[src/rtl/uart_receiver.sv]
// uart_receiver: 8N1 serial deserialiser, optional parity via UART_PARITY_EN.
// Emits a byte plus 1-cycle dataValid, frameError and (optional) parityError.
module uart_receiver #(
  parameter int CLKS_PER_BIT = 868,
  parameter bit PARITY_ODD   = 1'b0
) (
  input  logic       clk,
  input  logic       reset,
  input  logic       rx,
  output logic [7:0] data,
  output logic       dataValid,
  output logic       frameError,
  output logic       busy
`ifdef UART_PARITY_EN
  ,
  output logic       parityError
`endif
);

  localparam int CW = $clog2(CLKS_PER_BIT);
  localparam logic [CW-1:0] LAST = CW'(CLKS_PER_BIT - 1);
  localparam logic [CW-1:0] HALF = CW'(CLKS_PER_BIT / 2 - 1);

  typedef enum logic [2:0] {
    S_IDLE,
    S_START,
    S_DATA,
`ifdef UART_PARITY_EN
    S_PARITY,
`endif
    S_STOP,
    S_BREAK
  } state_t;

  state_t state, state_n;
  logic          rx_meta, rxs;
  logic [CW-1:0] cnt, cnt_n;
  logic [2:0]    idx, idx_n;
  logic [7:0]    shift, shift_n;
  logic [7:0]    data_n;
  logic          dv_n, fe_n, busy_n;

`ifdef UART_PARITY_EN
  logic pbad, pbad_n, pe_n;
`else
  // PARITY_ODD only matters when parity is compiled in
  logic unused_parity_odd;
  assign unused_parity_odd = PARITY_ODD;
`endif

  // two-flop synchroniser; line idles high
  always_ff @(posedge clk or negedge reset) begin
    if (!reset) begin
      rx_meta <= 1'b1;
      rxs     <= 1'b1;
    end else begin
      rx_meta <= rx;
      rxs     <= rx_meta;
    end
  end

  // state, counters and registered outputs
  always_ff @(posedge clk or negedge reset) begin
    if (!reset) begin
      state      <= S_IDLE;
      cnt        <= '0;
      idx        <= '0;
      shift      <= '0;
      data       <= '0;
      dataValid  <= 1'b0;
      frameError <= 1'b0;
      busy       <= 1'b0;
`ifdef UART_PARITY_EN
      pbad        <= 1'b0;
      parityError <= 1'b0;
`endif
    end else begin
      state      <= state_n;
      cnt        <= cnt_n;
      idx        <= idx_n;
      shift      <= shift_n;
      data       <= data_n;
      dataValid  <= dv_n;
      frameError <= fe_n;
      busy       <= busy_n;
`ifdef UART_PARITY_EN
      pbad        <= pbad_n;
      parityError <= pe_n;
`endif
    end
  end

  // next-state and next-output logic
  always_comb begin
    state_n = state;
    cnt_n   = cnt + CW'(1);
    idx_n   = idx;
    shift_n = shift;
    data_n  = data;
    dv_n    = 1'b0;
    fe_n    = 1'b0;
    busy_n  = busy;
`ifdef UART_PARITY_EN
    pbad_n  = pbad;
    pe_n    = 1'b0;
`endif
    unique case (state)
      S_IDLE: begin
        cnt_n = '0;
        if (!rxs) state_n = S_START;
      end
      S_START: begin
        if (cnt == HALF) begin
          cnt_n = '0;
          if (rxs) begin
            state_n = S_IDLE;
          end else begin
            state_n = S_DATA;
            busy_n  = 1'b1;
            idx_n   = '0;
          end
        end
      end
      S_DATA: begin
        if (cnt == LAST) begin
          cnt_n        = '0;
          shift_n[idx] = rxs;
          if (idx == 3'd7) begin
`ifdef UART_PARITY_EN
            state_n = S_PARITY;
`else
            state_n = S_STOP;
`endif
          end else begin
            idx_n = idx + 3'd1;
          end
        end
      end
`ifdef UART_PARITY_EN
      S_PARITY: begin
        if (cnt == LAST) begin
          cnt_n   = '0;
          pbad_n  = rxs != (^shift ^ PARITY_ODD);
          state_n = S_STOP;
        end
      end
`endif
      S_STOP: begin
        if (cnt == LAST) begin
          cnt_n  = '0;
          busy_n = 1'b0;
          if (rxs) begin
            state_n = S_IDLE;
`ifdef UART_PARITY_EN
            if (pbad) begin
              pe_n = 1'b1;
            end else begin
              data_n = shift;
              dv_n   = 1'b1;
            end
`else
            data_n = shift;
            dv_n   = 1'b1;
`endif
          end else begin
            fe_n    = 1'b1;
            state_n = S_BREAK;
          end
        end
      end
      S_BREAK: begin
        cnt_n = '0;
        if (rxs) state_n = S_IDLE;
      end
      default: begin
        cnt_n   = '0;
        state_n = S_IDLE;
      end
    endcase
  end

endmodule

[config.mk]
export PLATFORM = sky130hd
export DESIGN_NAME = uart_receiver
export DESIGN_NICKNAME = d
export VERILOG_FILES = /design/src/rtl/uart_receiver.sv
export SDC_FILE = /design/constraint.sdc
export NUM_CORES = 1
export LEC_CHECK = 0
export CORE_MARGIN = 2
export CORE_UTILIZATION = 45
export CTS_CLUSTER_DIAMETER = 120
export CTS_CLUSTER_SIZE = 28
export DETAILED_ROUTE_END_ITERATION = 12
export PLACE_DENSITY_LB_ADDON = 0.15
export SETUP_SLACK_MARGIN = 0.5
export SLEW_MARGIN = 20
export SYNTH_ARGS = -nofsm -noshare
export SYNTH_HDL_FRONTEND = slang
export SYNTH_SLANG_ARGS = --single-unit
[constraint.sdc]
create_clock -name clk -period 4.7 [get_ports clk]
set_input_delay 1.175 -clock clk [delete_from_list [all_inputs] [get_ports clk]]
set_output_delay 1.175 -clock clk [all_outputs]
set_load 0.05 [all_outputs]
# --- Word-level counts from Yosys, hierarchy flattened ---
# Index checks and enable logic that the tools add are counted.
totals:
  register_bits: 37
  elab_cells: 69
  in_bits: 3
  out_inout_bits: 11
op_classes:
  reduce_logical: 10
  n_lt_le_gt_ge: 2
  addsub: 2
  n_eq_ne: 15
  n_mux: 30
ops:
  columns: ["cell", "count"]
  rows:
  - ["$mux W3", 11]
  - ["$mux W10", 2]
  - ["$pmux W10 S2", 1]
  - ["$ne A2 B2 Y1 const B", 8]
  - ["$pmux W3 S5", 1]
  - ["$add A10 B1 Y10 const B", 1]
  - ["$eq A10 B10 Y1 const B", 1]
  - ["$eq A10 B9 Y1 const B", 1]
  - ["$mux W1", 10]
  - ["$bwmux W8", 1]
  - ["$eq A3 B2 Y1 const B", 2]
  - ["$eq A3 B3 Y1 const B", 2]
  - ["$pmux W3 S2", 1]
  - ["$reduce_and A6 Y1", 1]
  - ["$reduce_and A5 Y1", 1]
  - ["$lt A3 B4 Y1 const B", 1]
  - ["$reduce_and A4 Y1", 1]
  - ["$reduce_bool A2 Y1", 2]
  - ["$add A3 B1 Y3 const B", 1]
  - ["$demux W1 S3", 1]
  - ["$eq A3 B1 Y1 const B", 1]
  - ["$ge A3 B1 Y1 const B", 1]
  - ["$logic_not A3 Y1", 1]
  - ["$reduce_and A3 Y1", 1]
  - ["5 further kinds", 5]

# --- Logic depth before layout (Yosys ltp) ---
# Gate-level depths: netlist (run 1).
depth:
  word_depth: 5
  depth_mapped: 6
  depth_no_buf: 6

# --- Least setup slack after synthesis (run 1) ---
# OpenSTA, ideal clock, no wires.
synth_path:
  path_type: "register to register"
  from: "reg cnt[0]"
  to: "reg data[0]"
  path_stages_with_launch: 6
  setup_time_ns: 0.128
  slack_ns: 2.900
  path_buffers: 0
  required_time_ns: 4.572
  arrival_ns: 1.672
  cell_sequence: "dfrtp_1 ha_1 and4b_1 nand3_1 nor2_2 mux2_1"
synth_via:
  elab_chain_cells: 2
synth_rtl:
  columns: ["element", "line", "text"]
  rows:
  - ["start, declared", "37", "logic [CW-1:0] cnt, cnt_n;"]
  - ["start signal, assigned", "79", "cnt <= cnt_n;"]
  - ["$eq A10 B10 Y1", "149", "if (cnt == LAST) begin"]
  - ["$reduce_and A3 Y1 (no line)", null, null]
  - ["end signal, assigned", "82", "data <= data_n;"]
  - ["end, declared", "10", "output logic [7:0] data,"]
# No other way between the ends.
# A chain may end at the register's enable or synchronous reset.

# --- Worst setup path after layout (run 1) ---
layout_path:
  from: "reg data[7]"
  to: "out data[7]"
# No word-level cell between the ends.

==> results.sh, run 1 <==
export IMPL_status="completed"
export IMPL_grt_pass1_vias=1141
export IMPL_place_congestion=0.811
export IMPL_final_area_sq_um=2000
export IMPL_synth_avg_cell_area_sq_um=12.0
export IMPL_peakVddDrop_v=0.000154
export IMPL_synth_warnings=0
export IMPL_yosys_top_cells_count="dfrtp_1, nor2_1, mux2_2, mux2_1, nand2_1"
export IMPL_finalSetupViolations=0
export IMPL_cts_tree="done"
export IMPL_grt_usage=0.165
export IMPL_cts_hold_buf=0
export IMPL_path_delay_family="buffers and inverters"
export IMPL_dieHeight_um=65.8
export IMPL_finalPower_w=0.000558
export IMPL_holdWs_ns=0.359
export IMPL_slew_viol_final=0
export IMPL_slowest_stage="clkdlybuf4s50_1"
export IMPL_nets=169
export IMPL_synth_edf_count=0
export IMPL_drtIter0Drc=58
export IMPL_timing_critical_path_buf_inv=1
export IMPL_ant_nets=0
export IMPL_row_count=22
export IMPL_drtPass1Iterations=4
export IMPL_cts_htree_levels=2
export IMPL_grt_max_degree=38
export IMPL_p_per_area_nw_per_um2=279
export IMPL_ys_seq_area_frac=0.540
export IMPL_antenna_cells=0
export IMPL_synth_area_sq_um=1720
export IMPL_grt_setup_unrepaired="no"
export IMPL_post_cts_setup_buffer_count=0
export IMPL_fin_skew_ns=0.00590
export IMPL_initial_core_util=0.470
export IMPL_wirelength_um=3030
export IMPL_final_util=0.546
export IMPL_placed_cell_area_sq_um=1900
export IMPL_synth_distinct_cells=37
export IMPL_clkSinkCount=37
export IMPL_period_share=0.557
export IMPL_relSlewSlack=0.471
export IMPL_antenna_found_initial=0
export IMPL_cts_buffers=5
export IMPL_fmax_ghz=0.382
export IMPL_drcViolationCount=0
export IMPL_setup_tns_ns=0
export IMPL_dp_hpwl_um=2150
export IMPL_synth_async_reset_ratio=1.00
export IMPL_path_cells="clkdlybuf4s50_1"
export IMPL_worstPathRequired_ns=3.52
export IMPL_synth_top_area_cell="dfrtp_1"
export IMPL_core_area_sq_um=3660
export IMPL_syn_nets=150
export IMPL_drive_above_1_share=0.184
export IMPL_yosysMostFrequentCell="dfrtp_1"
export IMPL_ys_top_cells_by_area="dfrtp_1, mux2_2, mux2_1"
export IMPL_yosys_area_top_type_share=0.509
export IMPL_cts_resized=0
export IMPL_ios=14
export IMPL_cp_arrival_ns=1.44
export IMPL_die_w_um=65.8
export IMPL_syn_inst=143
export IMPL_ys_ff_latch=37
export IMPL_slowest_delay_ns=0.81
export IMPL_worstSetupEndpointType="output port"
export IMPL_clk_pin_slew_ns=0.07
export IMPL_hold_viol=0
export IMPL_cts_root_buf="clkbuf_8"
export IMPL_wl_per_cell_um=14.3
export IMPL_max_cap_viol_count=0
export IMPL_gr_total_overflow=0
export IMPL_die_area_sq_um=4330
export IMPL_hold_class="reg -> reg"
export IMPL_cts_buffer_depth=2
export IMPL_io_buffers=13
export IMPL_fin_crit_ns=2.62
export IMPL_viasPerCell=5.41
export IMPL_ys_flop_type="dfrtp_1"
export IMPL_vias=1141
export IMPL_area_delta_synth_final_pct=16.1
export IMPL_path_max_fanout=2
export IMPL_crit_path_start_kind="flop"
export IMPL_grt_pass1_wl_um=5320
export IMPL_tightest_slew_ns=0.794
export IMPL_clk_latency_ns=0.29
export IMPL_crit_type="reg -> out"
export IMPL_total_leakage_power_nw=0.900
## logic make-up (layout without fill, tap and decap cells)
family,Yosys count,after routing,synth area share
flops,37,37,0.540
xor+xnor,9,9,0.0458
fa+ha+maj,4,4,0.0291
compound gates,11,11,0.0553
mux,17,17,0.111
simple gates,62,62,0.212
buf+inv,3,23,0.00654
## final timing paths
check	startpoint	end	slack, ns	depth (start not counted)
max in group asynchronous	reset	data[3]$_DFFE_PN0P_	3.23	1
setup reg to reg	cnt[0]$_DFF_PN0_	data[1]$_DFFE_PN0P_	2.60	5
hold reg to reg	rx_meta$_DFF_PN1_	rxs$_DFF_PN1_	0.36	0
setup / recovery	data[7]$_DFFE_PN0P_	data[7]	2.08	1
hold / removal	rx_meta$_DFF_PN1_	rxs$_DFF_PN1_	0.36	0
min in group asynchronous	reset	busy$_DFFE_PN0P_	0.97	1
## placed cells by master, fill, tap and decap left out, types with 4 or more instances in the layout
cell type	instances
nand2_1	7
xnor2_1	4
clkbuf_8	6
xor2_1	5
nor2_1	17
clkdlybuf4s50_1	12
mux2_1	8
nor3_1	6
nand4_1	4
dfrtp_1	35
nand3_1	5
mux2_2	9
ha_1	4
## stage by stage
step	std cells	setup slack, ns
2_1_floorplan	143	2.90
3_3_place_gp	203	2.40
3_5_place_dp	203	2.38
4_1_cts	211	2.05
5_1_grt	211	2.02
6_report	211	2.08
## power breakdown
group / switching [W] / internal [W] / leakage (nW) / total (W)
Sequential: 0.00000187 / 0.000320 / 0.495 / 0.000322
Combinational: 0.00000602 / 0.00000169 / 0.354 / 0.00000771
Clock: 0.000110 / 0.000119 / 0.0512 / 0.000228
Total: 0.000118 / 0.000440 / 0.900 / 0.000558
## sequential cells by signal (all words and copies together), names as in the netlist
signal	cells
rxs	1
dataValid	1
cnt	10
busy	1
data	8
frameError	1
shift	8
rx_meta	1
state	3
idx	3
## metal layers
metal | up-vias | global-route usage | share of wire
met5 | - | 0 | 0
met4 | 0 | 0.0703 | 0.018
met1 | 560 | 0.214 | 0.47
met3 | 6 | 0.0477 | 0.034
li1 | 553 | - | -
met2 | 22 | 0.256 | 0.47
## final cells by class
type,instances,area [sq um]
multi-input combinational,103,781
tap,48,60.1
clock buffer,6,82.6
fill,337,1660
clock inverter,2,13.8
inverter,2,7.51
timing repair buffer,13,125
sequential,37,928
Power figures use the tool's default switching activity.
==> inputs of run 2 (changes only) <==
- clock period: 4.7 -> 2.55 ns (I/O delays scaled with it)
==> run 2 against run 1 <==
Non-clock buffer count is 2 higher; global-route usage is 0.51 points higher; clock power is 85% higher; cell area is 0.75% higher; highest routed layer unchanged.
==> results.sh, run 2 (synthesis results as in run 1) <==
export IMPL_clk_pin_slew_ns=0.07
export IMPL_tightest_slew_ns=0.811
export IMPL_finalPower_w=0.00103
export IMPL_final_common_cell="dfrtp_1"
export IMPL_cp_arrival_ns=2.08
export IMPL_antenna_cells=0
export IMPL_comb_power_share=0.014
export IMPL_hold_viol=0
export IMPL_wirelength_um=3140
export IMPL_die_w_um=65.8
export IMPL_dieHeight_um=65.8
export IMPL_ios=14
export IMPL_antenna_found_initial=0
export IMPL_viasPerCell=5.30
export IMPL_drtIter0Drc=54
export IMPL_p_per_area_nw_per_um2=511
export IMPL_fmax_ghz=0.524
export IMPL_core_area_sq_um=3660
export IMPL_cts_htree_levels=2
export IMPL_ff2ff_path_depth=6
export IMPL_hold_start="rx_meta$_DFF_PN1_"
export IMPL_cts_tree="done"
export IMPL_cts_root_buf="clkbuf_8"
export IMPL_pre_cts_slack_ns=0.454
export IMPL_r2r_end="data[0]$_DFFE_PN0P_"
export IMPL_p_int_w=0.000811
export IMPL_grt_pass1_vias=1155
export IMPL_cts_buffer_depth=2
export IMPL_place_congestion=0.862
export IMPL_area_delta_synth_final_pct=17.0
export IMPL_worstPathRequired_ns=2.72
export IMPL_row_count=22
export IMPL_status="completed"
export IMPL_setup_tns_ns=0
export IMPL_path_max_fanout=5
export IMPL_drcViolationCount=0
export IMPL_power_frac_seq=0.577
export IMPL_p_sw_w=0.000217
export IMPL_clkPwrFrac=0.409
export IMPL_clk_latency_ns=0.29
export IMPL_grt_setup_unrepaired="no"
export IMPL_relSlewSlack=0.459
export IMPL_top_regs="cnt x10, data x8, shift x8"
export IMPL_finalSetupViolations=0
export IMPL_peakVddDrop_v=0.000379
export IMPL_grt_max_degree=38
export IMPL_reg2reg_from="cnt[0]$_DFF_PN0_"
export IMPL_crit_type="reg -> reg"
export IMPL_path_cells="ha_1, and4b_1, nand3_1, nor2_4, buf_4, mux2_1"
export IMPL_cts_buffers=5
export IMPL_grt_pass1_wl_um=5380
export IMPL_initial_core_util=0.470
export IMPL_slew_viol_final=0
export IMPL_startpoint="cnt[0]$_DFF_PN0_"
export IMPL_wl_per_cell_um=14.7
export IMPL_final_cell_mix="dfrtp_1, nor2_1, dlygate4sd2_1, mux2_2, mux2_1"
export IMPL_cts_hold_buf=0
export IMPL_ant_nets=0
export IMPL_grt_usage=0.170
export IMPL_die_area_sq_um=4330
export IMPL_worstHoldEndpoint="rxs$_DFF_PN1_"
export IMPL_gr_total_overflow=0
export IMPL_fin_crit_ns=1.91
export IMPL_crit_path_start_kind="flop"
export IMPL_drtPass1Iterations=4
export IMPL_hold_class="reg -> reg"
export IMPL_max_cap_viol_count=0
export IMPL_nets=171
export IMPL_drive_above_1_share=0.206
export IMPL_r2r_slack_ns=0.64
export IMPL_clkSinkCount=37
export IMPL_total_leakage_power_nw=0.965
export IMPL_vias=1129
export IMPL_finalWorstSetupSlack_ns=0.643
export IMPL_worstSetupEndpointType="flop"
export IMPL_slowest_stage="dfrtp_1"
export IMPL_largest_reg_flops=10
export IMPL_fin_skew_ns=0.00747
export IMPL_period_share=0.748
export IMPL_slowest_delay_ns=0.42
export IMPL_hold_depth=0
export IMPL_dp_hpwl_um=2210
export IMPL_io_buffers=13
export IMPL_switching_share=0.211
export IMPL_registers_top_by_ff_count="cnt"
run 2: worst max-delay path by stage:
| stage | end | slack (ns) |
|---|---|---|
| 6_report | data[0]$_DFFE_PN0P_ | 0.64 |
| 3_5_place_dp | data[3]$_DFFE_PN0P_ | 0.45 |
| 4_1_cts | data[3]$_DFFE_PN0P_ | 0.55 |
| 5_1_grt | data[0]$_DFFE_PN0P_ | 0.52 |
| 3_3_place_gp | data[3]$_DFFE_PN0P_ | 0.58 |
| 2_1_floorplan | data[0]$_DFFE_PN0P_ | 0.75 |
run 2: per-layer routing:
layer,up-vias,global-route usage,wire length [um]
li1,552,-,-
met1,553,0.214,1460
met2,18,0.271,1520
met3,6,0.0562,114
met4,0,0.0625,51
met5,-,0,0
run 2: repair_timing:
| action | 4_1_cts | 5_1_grt |
|---|---|---|
| setup endpoints to repair | 19 | 10 |
| gates resized for setup | 12 | 2 |
| cloned | 0 | 0 |
| setup buffers | 0 | 2 |
| pin swaps | 0 | 1 |
run 2: through the flow:
stage	hold WS, ns	cells	instance area, sq um	util
after floorplan	0.342	143	1720	-
after global placement	0.350	203	1900	0.519
after detailed placement	0.349	203	1900	0.519
after CTS	0.360	211	1990	0.543
after global routing	0.366	213	2010	0.550
final	0.358	213	2010	0.550
run 2: final cells by class:
class | instances | area (sq um)
tap | 48 | 60.1
clock buffer | 6 | 82.6
timing repair buffer | 15 | 126
fill | 348 | 1650
multi-input combinational | 103 | 795
inverter | 2 | 7.51
clock inverter | 2 | 13.8
sequential | 37 | 928
run 2: power groups by stage:
stage / sequential, W / clock [W] / combinational, W
6_report: 0.000593 / 0.000421 / 0.0000146
5_1_grt: 0.000593 / 0.000461 / 0.0000172
4_1_cts: 0.000593 / 0.000437 / 0.0000154
3_5_place_dp: 0.000604 / 0 / 0.0000154
3_3_place_gp: 0.000604 / 0 / 0.0000149
2_1_floorplan: 0.000602 / 0 / 0.00000304
run 2: critical path: cells and delay by family, from the launching register on:
family	cells	cell delay (ns)
and+or+nand+nor	3	0.65
muxes	1	0.32
buffers and inverters	1	0.16
DFF	1	0.42
adders and majority gates	1	0.25
==> RTL change 1, RTL diff (settings of run 2) <==
Build with the macro `UART_PARITY_EN` defined.
--- a/src/rtl/uart_receiver.sv
+++ b/src/rtl/uart_receiver.sv
@@ -2,2 +2,4 @@
 // Emits a byte plus 1-cycle dataValid, frameError and (optional) parityError.
+`define UART_PARITY_EN
+
 module uart_receiver #(
Formal check against the unedited RTL (old outputs only; new: parityError): same outputs for any inputs over 10 cycles, from zero or initial values and one cycle with reset low; that may be too few to reach the edited logic, so the function may still have changed.
==> RTL change 1 against run 2 <==
- area after synthesis is 11% higher
- clock skew is 0.0020 ns lower
- design area is 8.3% higher
- total power increased by 1.9%
- worst setup slack worse by 0.050 ns
- sequential cell count rose by 2
- routed wire length increased by 14%
- critical path type unchanged
==> RTL change 1: results (changes against run 2) <==
outcome: completed (unchanged)
RR Endpoint: idx[0]$_DFFE_PN0P_ (was data[0]$_DFFE_PN0P_)
Detail Route met2 WL: 1.591 mm (was 1.520 mm)
GP Congestion: 0.7421 (was 0.8623)
post-place instance area: 2081 sq um (was 1902 sq um)
met3 wire len: 196 um (was 114 um)
DR vias: 1,307 (was 1,129)
slowest stage delay, CP: 0.47 ns (was 0.42 ns)
worst slack, placed: 0.4428 ns (was 0.4540 ns)
Hold WS: 0.3617 ns (was 0.3580 ns)
Filler cells: 362 (was 348)
xor/xnor cell area share of the yosys netlist: 7.567% (was 4.582%)
Pleak: 1.033 nW (was 0.9649 nW)
via-per-instance ratio: 5.658 (was 5.300)
wl on met1: 1.740 mm (was 1.455 mm)
met3 global-route usage: 4.942% (was 5.622%)
post-synthesis sequential area ratio: 51.01% (was 53.96%)
Synth top cells by count: dfrtp_1, mux2_2, nor2_1, nand3_1, nand4_1 (was dfrtp_1, nor2_1, mux2_2, mux2_1, nand2_1)
grt met2 use: 22.22% (was 27.15%)
Rel. slew slack: 42.84% (was 45.91%)
Max IR drop VDD: 0.3009 mV (was 0.3790 mV)
largest net degree at the start of global routing: 40 (was 38)
Buffers on Ports: 14 (was 13)
Overall Global Routing Usage: 15.63% (was 16.98%)
r2r setup slk: 0.59 ns (was 0.64 ns)
crit-path max FO: 8 (was 5)
final net count: 187 (was 171)
DRT iter0 DRCs: 102 (was 54)
Placed Instances: 222 (was 203)
Post-Synth Adder-Cell Area: 2.609% (was 2.909%)
Clock Skews: 0.005512 ns (was 0.007469 ns)
CP delay by family, top: flip-flops (was simple AND/OR/NAND/NOR gates)
compound-cell area share of the yosys netlist: 4.501% (was 5.527%)
vias in the first global route: 1,222 (was 1,155)
Worst Reg-to-Reg Cells: 5 (was 6)
proportion of synthesized area in mux cells: 11.61% (was 11.13%)
largest cells by area after synthesis: dfrtp_1, mux2_2, xor2_1 (was dfrtp_1, mux2_2, mux2_1)
layout cell share with drive strength beyond 1: 20.44% (was 20.61%)
Final HPWL DP: 2.403 mm (was 2.215 mm)
FF-to-FF Start: idx[0]$_DFFE_PN0P_ (was cnt[0]$_DFF_PN0_)
CP Capture Point: idx[0]$_DFFE_PN0P_ (was data[0]$_DFFE_PN0P_)
Min Clock Period, post-route: 1.957 ns (was 1.907 ns)
core occupancy in the finished layout: 53.72% (was 54.99%)
-- RTL change 1: changes by cell type in the layout (fill, tap and decap cells not counted), sizes merged, moves of 3 or more --
cell    before  now
and4bb       0    3
inv          2    5
nand3        5   11
nand4        4    9
nor2        18   15
nor4         3    0
o21ba        3    0
xor2         5    8
-- RTL change 1: what timing repair did --
item | in CTS | in global routing
pin swaps | 1 | 1
buffers inserted | 0 | 1
gates resized for setup | 12 | 2
setup endpoints to repair | 20 | 9
endpoints found under the hold margin | 0 | 0
-- RTL change 1: cell type report --
type / count / share of cell area [%]
Timing Repair Buffer: 15 / 6.429
Clock inverter: 2 / 0.5741
Multi-Input combinational cell: 114 / 41.04
Clock buffer: 6 / 3.330
Inverter: 5 / 0.8611
Sequential cell: 39 / 44.89
Tap cell: 50 / 2.870
-- RTL change 1: power by group --
part           internal [mW]  switching (mW)  total [mW]
sequential             0.621         0.00445       0.625
combinational        0.00399          0.0146      0.0186
clock                  0.191           0.213       0.404
==> RTL change 2, RTL diff (settings of run 2) <==
Without the edit above. The 5 states of `state_t` get a one-hot encoding in 5 bits.
--- a/src/rtl/uart_receiver.sv
+++ b/src/rtl/uart_receiver.sv
@@ -23,6 +23,6 @@
 
-  typedef enum logic [2:0] {
-    S_IDLE,
-    S_START,
-    S_DATA,
+  typedef enum logic [4:0] {
+    S_IDLE  = 5'b00001,
+    S_START = 5'b00010,
+    S_DATA  = 5'b00100,
 `ifdef UART_PARITY_EN
@@ -30,4 +30,4 @@
 `endif
-    S_STOP,
-    S_BREAK
+    S_STOP  = 5'b01000,
+    S_BREAK = 5'b10000
   } state_t;
Function: no difference found for any inputs over 10 cycles, from zero or initial values and one cycle with reset low; not proved beyond that.
==> RTL change 2 against run 2 <==
- via count rose by 13%
- area after synthesis rose by 12%
- worst setup slack got worse by 0.064 ns
- critical path depth did not move
- sequential cell count rose by 2
- non-clock buffer count rose by 1
- design area rose by 9.1%
- routed wire length rose by 13%
- critical path type unchanged
- highest routed layer unchanged
Power is not compared: it rests on default switching activity, and its combinational part moved more than twofold at a synthesized area within 25%.
==> RTL change 2: results (changes against run 2) <==
Synth Warn #: 0 (unchanged)
fin. max-slew vios: 0 (unchanged)
worst hold path class: reg -> reg (unchanged)
Rel. slew slack: 42.69% (was 45.91%)
FFs w/ async S/R, synth: 100.0% (unchanged)
crit-path max FO: 8 (was 5)
GP Congestion: 0.8013 (was 0.8623)
Filler cells: 342 (was 348)
DRT iter0 DRCs: 79 (was 54)
via-per-instance ratio: 5.599 (was 5.300)
syn_area_per_cell: 12.06 sq um (was 12.03 sq um)
Pleak: 1.008 nW
Worst Hold Depth: 0 (unchanged)
Final HPWL DP: 2.407 mm (was 2.215 mm)
CTS buffer count: 5 (unchanged)
DRC violations left: 0 (unchanged)
H-tree levels: 2 (unchanged)
Buffers on Ports: 13 (unchanged)
vias in the first global route: 1,255 (was 1,155)
Worst Reg-to-Reg Cells: 6 (unchanged)
clk root buf: clkbuf_8 (unchanged)
Unique masters post-synth: 43 (was 37)
WL final: 3.557 mm (was 3.141 mm)
final net count: 183 (was 171)
syn_nets: 167 (was 150)
Synth top cells by count: dfrtp_1, nor2_1, mux2_2, mux2_4, nor4_1 (was dfrtp_1, nor2_1, mux2_2, mux2_1, nand2_1)
initial antenna violation count: 0 (unchanged)
switch share: 29.72%
layout cell share with drive strength beyond 1: 27.68% (was 20.61%)
clock slew at reported path FFs: 0.08 ns
first-pass GRT wire length: 6.237 mm (was 5.375 mm)
post-synthesis sequential area ratio: 50.78% (was 53.96%)
max_cap viols: 0 (unchanged)
outcome: completed (unchanged)
clock latency on the worst-skew pair: 0.30 ns
CP arrival: 2.15 ns (was 2.08 ns)
largest net degree at the start of global routing: 40 (was 38)
Overall Global Routing Usage: 16.18% (was 16.98%)
largest cells by area after synthesis: dfrtp_1, mux2_4, mux2_2 (was dfrtp_1, mux2_2, mux2_1)
Clock Skews: 0.007695 ns (was 0.007469 ns)
==> RTL change 2: layer usage <==
metal,vias to the layer above,global-route usage (%),routed length (um)
li1,605,-,-
met4,0,5.229,56
met3,7,4.942,130
met5,-,0,0
met1,638,22.57,1731
met2,21,24.15,1638
==> RTL change 2: worst paths after layout <==
kind	startpoint	endpoint	slack, ns
max	cnt[0]$_DFF_PN0_	shift[7]$_DFFE_PN0P_	0.58
min	rx_meta$_DFF_PN1_	rxs$_DFF_PN1_	0.36
max reg2reg	cnt[0]$_DFF_PN0_	shift[7]$_DFFE_PN0P_	0.58
min reg2reg	rx_meta$_DFF_PN1_	rxs$_DFF_PN1_	0.36
max in group asynchronous	reset	cnt[0]$_DFF_PN0_	1.51
min in group asynchronous	reset	state[3]$_DFFE_PN0P_	0.46
==> RTL change 2: cells by family after synthesis <==
family	count (synthesis)	synth area share [%]
adder cells (fa/ha/maj)	4	2.594
AO/OA/AOI/OAI	11	4.605
AND/OR/NAND/NOR	66	21.72
XOR/XNOR	10	4.539
buffers and inverters	11	3.243
flip-flops	39	50.78
multiplexers	19	12.52
==> RTL change 2: what timing repair did <==
action                     CTS  global route
pin swaps                    0             1
setup endpoints to repair   26            16
setup buffers                1             1
gates resized for setup     15             4
==> RTL change 2: power groups by stage <==
| stage | sequential, mW | clock, mW | combinational [mW] |
|---|---|---|---|
| after global routing | 0.716 | 0.458 | 0.250 |
| after detailed placement | 0.718 | 0 | 0.221 |
| after global placement | 0.715 | 0 | 0.216 |
| after floorplan | 0.695 | 0 | 0.182 |
| after CTS | 0.707 | 0.426 | 0.224 |
| final | 0.711 | 0.413 | 0.222 |
==> RTL change 2: final cells by class <==
class	instances	share of cell area (%)
inverter	4	0.6834
timing repair buffer	16	6.093
clock buffer	5	3.132
clock inverter	3	0.9112
multi-input combinational	110	41.63
tap	50	2.847
sequential	39	44.70
==> RTL change 2: worst max-delay path: stages (launching register included) <==
cell,delay (ns)
dfrtp_2,0.41
ha_1,0.21
and4bb_2,0.27
nand4_1,0.10
buf_4,0.19
nor4_2,0.32
mux2_2,0.38
==> RTL change 2: metrics by stage <==
stage	total power [mW]	instance area [sq um]	setup slack, ns	utilization, %	cells
2_1_floorplan	0.8766	1929	0.6626	-	160
4_1_cts	1.357	2177	0.5449	53.65	226
5_1_grt	1.424	2197	0.4968	54.15	227
3_3_place_gp	0.9301	2077	0.3749	51.19	217
6_report	1.345	2197	0.5797	54.15	227
3_5_place_dp	0.9398	2077	0.3253	51.19	217
